`src/rtl/df_mid_tdatq_pick13.sv`:
```
// Pick stage behind the df_mid_tdatq_q13 queue. It captures the entry the age matrix marks
// oldest, buffers it in a 2-entry skid FIFO and issues it over a valid/ready handshake.
module df_mid_tdatq_pick13 #(
  parameter int unsigned WIDTH = 4,
  parameter int unsigned DEPTH = 4,
  parameter int unsigned IXW   = 2
) (
  input  logic                   Clk,
  input  logic                   Reset,
  input  logic [DEPTH-1:0]       Valid,
  input  logic [DEPTH-1:0]       Oldest,
  input  logic [DEPTH*WIDTH-1:0] QVect,
  input  logic                   Flush,
  input  logic                   IssRdy,
  output logic                   IssVld,
  output logic [WIDTH-1:0]       IssPkt,
  output logic [IXW-1:0]         IssIx,
  output logic [DEPTH-1:0]       DelValid,
  output logic [DEPTH-1:0]       Pickable,
  output logic                   ErrMultiHot
);

  logic [WIDTH-1:0] pkt_q [2];
  logic [WIDTH-1:0] pkt_d [2];
  logic [IXW-1:0]   ix_q  [2];
  logic [IXW-1:0]   ix_d  [2];
  logic             head_q, head_d;
  logic [1:0]       count_q, count_d;
  logic [DEPTH-1:0] inflight_q, inflight_d;
  logic             err_q, err_d;

  logic             pop;
  logic             capture;
  logic             space;
  logic             multi_hot;
  logic             one_hot;
  logic             tail;
  logic [IXW-1:0]   pick_ix;
  logic [WIDTH-1:0] pick_pkt;

  assign multi_hot = (Oldest & (Oldest - DEPTH'(1))) != '0;
  assign one_hot   = (Oldest != '0) && !multi_hot;
  assign space     = (count_q < 2'd2) || pop;
  assign capture   = one_hot && ((Oldest & Valid & ~inflight_q) != '0) && space && !Flush;
  // With count=2 the tail wraps onto the head slot, which a simultaneous pop frees.
  assign tail      = head_q ^ count_q[0];

  always_comb begin
    pick_ix  = '0;
    pick_pkt = '0;
    for (int i = 0; i < DEPTH; i++) begin
      if (Oldest[i]) begin
        pick_ix  = IXW'(i);
        pick_pkt = QVect[i*WIDTH +: WIDTH];
      end
    end
  end

  always_comb begin
    IssVld = (count_q != 2'd0);
    IssPkt = IssVld ? pkt_q[head_q] : '0;
    IssIx  = IssVld ? ix_q[head_q]  : '0;
    pop    = IssVld && IssRdy && !Flush;
    DelValid = '0;
    for (int i = 0; i < DEPTH; i++) begin
      if (pop && (IXW'(i) == IssIx)) DelValid[i] = 1'b1;
    end
    Pickable    = Reset ? '0 : (Valid & ~inflight_q);
    ErrMultiHot = err_q;
  end

  always_comb begin
    pkt_d      = pkt_q;
    ix_d       = ix_q;
    head_d     = head_q;
    count_d    = count_q;
    inflight_d = inflight_q;
    err_d      = err_q | multi_hot;
    if (Flush) begin
      head_d     = 1'b0;
      count_d    = 2'd0;
      inflight_d = '0;
    end else begin
      // Entries deleted externally drop out of InFlight; their FIFO copy still issues.
      inflight_d = (inflight_q & Valid) & ~DelValid;
      if (pop) head_d = ~head_q;
      if (capture) begin
        pkt_d[tail] = pick_pkt;
        ix_d[tail]  = pick_ix;
        inflight_d  = inflight_d | Oldest;
      end
      count_d = count_q + {1'b0, capture} - {1'b0, pop};
    end
  end

  always_ff @(posedge Clk) begin
    if (Reset) begin
      pkt_q[0]   <= '0;
      pkt_q[1]   <= '0;
      ix_q[0]    <= '0;
      ix_q[1]    <= '0;
      head_q     <= 1'b0;
      count_q    <= 2'd0;
      inflight_q <= '0;
      err_q      <= 1'b0;
    end else begin
      pkt_q      <= pkt_d;
      ix_q       <= ix_d;
      head_q     <= head_d;
      count_q    <= count_d;
      inflight_q <= inflight_d;
      err_q      <= err_d;
    end
  end

endmodule

```
`config.mk`:
```
export PLATFORM = sky130hd
export DESIGN_NAME = df_mid_tdatq_pick13
export DESIGN_NICKNAME = d
export VERILOG_FILES = /design/src/rtl/df_mid_tdatq_pick13.sv
export SDC_FILE = /design/constraint.sdc
export NUM_CORES = 1
export LEC_CHECK = 0
export ABC_AREA = 1
export CAP_MARGIN = 0
export CORE_MARGIN = 8
export CORE_UTILIZATION = 51
export CTS_BUF_LIST = sky130_fd_sc_hd__clkbuf_4 sky130_fd_sc_hd__clkbuf_8
export DETAILED_ROUTE_END_ITERATION = 8
export PLACE_DENSITY = 0.94
export SYNTH_ARGS = -nofsm -noshare
export SYNTH_HDL_FRONTEND = slang
export SYNTH_SLANG_ARGS = --single-unit
```
`constraint.sdc`:
```
create_clock -name Clk -period 5.2 [get_ports Clk]
set_clock_uncertainty 0.2 [all_clocks]
set_input_delay 0.52 -clock Clk [delete_from_list [all_inputs] [get_ports Clk]]
set_output_delay 0.52 -clock Clk [all_outputs]
set_load 0.1 [all_outputs]
```
# Yosys cells after proc, flatten, opt, wreduce, memory -nomap -nowiden

Index checks and enable logic that the tools add are counted.

Flip-flop bits (word level): 20
RAM bits: 0
Memories kept: 0
Latch bits: 0
Logic and storage cells: 81
ROM bits: 0
Input port bits: 28
Output and inout bits: 16

Order comparisons: 4
Reductions and logical operators: 21
Shift-type cells: 0
Equal/unequal tests: 3
Multiplexer cells: 27
Multiply operators: 0
Bitwise logic cells: 15
Add/subtract/negate cells: 3
Divide/modulo/power cells: 0

Operator list:

| cell                                                       | count |
|---|---|
| 2-to-1 mux 4 bit                                           | 11 |
| AND 4 bit                                                  | 6 |
| 2-to-1 mux 2 bit                                           | 7 |
| nonzero test 4 bit                                         | 3 |
| logical AND 1 bit                                          | 11 |
| bitwise mux 8 bit                                          | 1 |
| NOT 4 bit                                                  | 2 |
| 2-to-1 mux 1 bit                                           | 5 |
| bitwise mux 4 bit                                          | 1 |
| demux 4 bit (select 1 bit)                                 | 1 |
| == test 2 bit, first input constant                        | 2 |
| >= comparator 2 bit, second input constant                 | 2 |
| NOT 1 -> 2 bit                                             | 2 |
| OR 4 bit                                                   | 1 |
| subtractor 4 x 1 -> 4 bit, second input constant           | 1 |
| adder 2 x 1 -> 2 bit                                       | 1 |
| demux 2 bit (select 1 bit)                                 | 1 |
| == test 1 x 2 -> 1 bit, first input constant               | 1 |
| logical NOT 1 bit                                          | 2 |
| logical NOT 2 bit                                          | 1 |
| less-than comparator 2 x 1 -> 1 bit, second input constant | 1 |
| less-than comparator 2 bit, second input constant          | 1 |
| NOT 1 bit                                                  | 2 |
| AND reduction 2 bit                                        | 1 |
| other kinds (6)                                            | 6 |

# Longest topological paths before layout

Depth after elaboration: 12
Mapped depth: 13
Mapped depth without buffers: 12

# Worst setup path before layout

OpenSTA, ideal clock, no wires.

Path type: register to output
Start: register count_q[0]
End: output port DelValid[0]
Arrival time: 4.010 ns
Path slack: 0.470 ns
Path buffers: 0
Cell stages (with the launch flop): 4
Required time: 4.480 ns
Cells stage by stage: dfxtp_1 nor2_1 nor3_1 nor2_1

Word-level cells in the longest chain between the ends: 5
Elaborated cells between the ends (all ways): 7
Those cells by class: 2 x mux; 5 x reduce/logical

RTL lines:

| what                   | line | text |
|---|---|---|
| from (decl)            | 28   | `logic [1:0] count_q, count_d;` |
| from (signal assigned) | 110  | `count_q <= count_d;` |
| nonzero test 2 bit     | 60   | `IssVld = (count_q != 2'd0);` |
| 2-to-1 mux 2 bit       | 62   | `IssIx = IssVld ? ix_q[head_q] : '0;` |
| net IssIx[1]           | 17   | `output logic [IXW-1:0] IssIx,` |
| logical NOT 2 bit      | 66   | `if (pop && (IXW'(i) == IssIx)) DelValid[i] = 1'b1;` |
| logical AND 1 bit      | 66   |  |
| 2-to-1 mux 1 bit       | 66   |  |
| to (decl)              | 18   | `output logic [DEPTH-1:0] DelValid,` |

The timed path passes the listed nets, and every way through them passes these cells.

# Final worst setup path

Start: register head_q
End: output port DelValid[3]

Word-level cells in the longest chain between the ends: 8

RTL lines:

| what                                                 | line | text |
|---|---|---|
| from (decl)                                          | 27   | `logic head_q, head_d;` |
| from (signal assigned)                               | 102  | `head_q <= 1'b0;` |
| from (signal assigned)                               | 109  | `head_q <= head_d;` |
| NOT 1 -> 2 bit (implied by the code)                 | 62   |  |
| 2-to-1 mux 2 bit (implied by the code) (3 in series) | 62   |  |
| 2-to-1 mux 2 bit                                     | 62   |  |
| == test 2 bit                                        | 66   |  |
| logical AND 1 bit                                    | 66   |  |
| 2-to-1 mux 1 bit                                     | 66   |  |

Every way passes these cells. The select of a mux whose other input is x is not followed.

==> flow_metrics.tcl <==
set metrics [dict create \
    p_leak_nw 0.859 \
    path_max_fanout 14 \
    synthDistinctLibCells 24 \
    via_per_inst 4.93 \
    placedCellCount 280 \
    cp-end-kind "primary output" \
    grt_antenna_before_repair 0 \
    die_w_um 67.3 \
    num_antenna_cells 0 \
    final_util_pct 72.5 \
    wl_um 3440 \
    stdcell_count 284 \
    clkLatencyLatePin_ps 310 \
    cts_buffers 3 \
    fmax_ghz 0.274 \
    wire_per_inst_um 12.1 \
    drt_iter0_drc 93 \
    finalSetupViolCount 0 \
    syn_area_sq_um 1340 \
    fin_ws_ps 1550 \
    postCtsHoldBufs 0 \
    ir_worst_vdd_mv 0.192 \
    grt_pass1_vias 1320 \
    max_slew.worst_pin.slew_ps 1010 \
    ys_top_cells_by_area "dfxtp_1 30%, nand2_1 16%, nor2_1 12%" \
    nFillCells 205 \
    total_power_uw 387 \
    gp_congestion 0.877 \
    grt_max_degree 15 \
    vias 1400 \
    netlist_instances 215 \
    tns_ps 0 \
    slew_violations 0 \
    hp-class "reg2reg" \
    path_clk_slew_ps 130 \
    crit_type "reg2out" \
    initial_core_util_pct 54.2 \
    area_growth_pct 33.7 \
    dr.pass1.iters 4 \
    drc 0 \
    ioPinCount 44 \
    arrival_ps 2930 \
    clockBufferDepth 2 \
    dp_slack_ps 1600 \
    die_h_um 67.3 \
    yosysSeqAreaShare_pct 29.8 \
    path_cells "nor2_1 > nor3_1 > nand3_1 > inv_1 > clkdlybuf4s50_1" \
    post_cts_resize_count 0 \
    cts_htree_levels 1 \
    fin_nets 285 \
    dp_hpwl_um 2550 \
    rsz0062_at_grt "no" \
    slowest_stage "clkdlybuf4s50_1" \
    antenna_left 0 \
    slew_headroom_pct 32.7 \
    finalCriticalPeriod_ps 3650 \
    overflow 0 \
    critPathLaunchType "register" \
    synth_top_area_cell "dfxtp_1" \
    status "finished, final reports clean" \
    grt_pass1_wl_um 5600 \
    core_area_sq_um 2480 \
    timing_hold_violations_final 0 \
    p_per_area_nw_per_um2 216 \
    clock-sinks 20 \
    syn_avg_cell_area_sq_um 6.25 \
    rows 18 \
    synth-seq-cells 20 \
    root_buffer "clkbuf_4" \
    required_ps 4480 \
    die_area_sq_um 4530 \
    ys_warn_count 0 \
    period_share_pct 70.2 \
    post-cts-setup-buffers 0 \
    cts_tree "done" \
    grtUsageTotal_pct 15.3 \
    cpPeakStageDelay_ps 1140 \
    port_buffers 43 \
    drive_gt1_share_pct 8.27 \
    synth.top_cell.area_share_pct 29.8 \
    synth_fp_nets 245 \
    maxCapViolCount 0 \
]
[critical path: cells and delay by family (launching register included)]
family,cells,cell delay [ps]
buf+inv,2,1230
simple gates,3,740
flops,1,640
[metal layers]
| metal | vias to the layer above | part of all wire [%] | global-route usage [%] |
|---|---|---|---|
| met5 | - | 0 | 0 |
| met4 | 0 | 2.2 | 5.22 |
| met3 | 6 | 6.5 | 4.47 |
| met2 | 47 | 48 | 26.3 |
| met1 | 609 | 44 | 17.8 |
| li1 | 738 | - | - |
[cells by family (layout without fill, tap and decap cells)]
group	Yosys count	count (layout)	share of synthesized area, %
xor+xnor	2	2	1.30
buf+inv	38	77	13.4
flops	20	20	29.8
compound gates	23	23	9.68
simple gates	130	130	43.9
fa+ha+maj	2	2	1.86
[area by class of cell]
cell class              count  area, sq um  share of cell area, %
well taps                  30         37.5                   2.09
multi-input cells         157          763                   42.5
flip-flops and latches     20          400                   22.3
repair buffers             43          430                   24.0
clock inverters             1         30.0                   1.67
clock buffers               3         22.5                   1.25
inverters                  30          113                   6.27
[cells in the mapped netlist]
master and count:
dfxtp_1 20, nor3_2 1, xnor2_1 2, buf_4 2, nor3b_1 4, nand3_1 10
a22oi_1 4, clkbuf_1 2, inv_1 27, nor2_2 1, o21ai_1 1, nor2_1 44
o21ai_0 6, o21bai_1 2, a21oi_1 10, nor3_1 1, ha_1 2, nor2_8 2
nand2_2 6, buf_6 4, nand2_1 57, or2_2 2, inv_2 3, nand3_2 2
[stage by stage]
step	hold slack (ps)	area (sq um)
after floorplan	265	1340
after global routing	334	1800
final	298	1800
after detailed placement	267	1740
after global placement	266	1740
after CTS	303	1800
[final timing paths]
kind	slack [ps]	from	depth (start not counted)	end
worst min register to register	300	ErrMultiHot	2	ErrMultiHot
worst min-delay path	300	ErrMultiHot	2	ErrMultiHot
worst max-delay path	1550	head_q	5	DelValid[3]
worst max register to register	2940	count_q[1]	10	count_q[1]
[flip-flops by register name, indices dropped and copies added, names as in the netlist]
name         flops
ErrMultiHot      1
head_q           1
pkt_q            8
ix_q             4
inflight_q       4
count_q          2
[layout by cell type (no fill, tap or decap)]
master,Yosys,routed
xnor2_1,2,2
bufinv_16,0,1
dfxtp_1,20,20
nand3_1,10,10
clkdlybuf4s50_1,0,43
nand3_2,2,2
inv_1,27,27
nor3_2,1,1
nand2_2,6,6
nor2_8,2,2
nor2_1,44,44
inv_2,3,3
clkbuf_4,0,3
nor2_2,1,1
a21oi_1,10,10
ha_1,2,2
nand2_1,57,57
o21ai_1,1,1
o21bai_1,2,2
nor3b_1,4,4
o21ai_0,6,6
nor3_1,1,1
or2_2,2,2
a22oi_1,4,4
[power breakdown]
group	switching, mW	leakage, nW	total (mW)	internal, mW
sequential	0.00285	0.162	0.161	0.158
combinational	0.0593	0.668	0.0964	0.0371
clock	0.0520	0.0279	0.130	0.0779
Note: power is estimated with default switching activity, not from simulation.
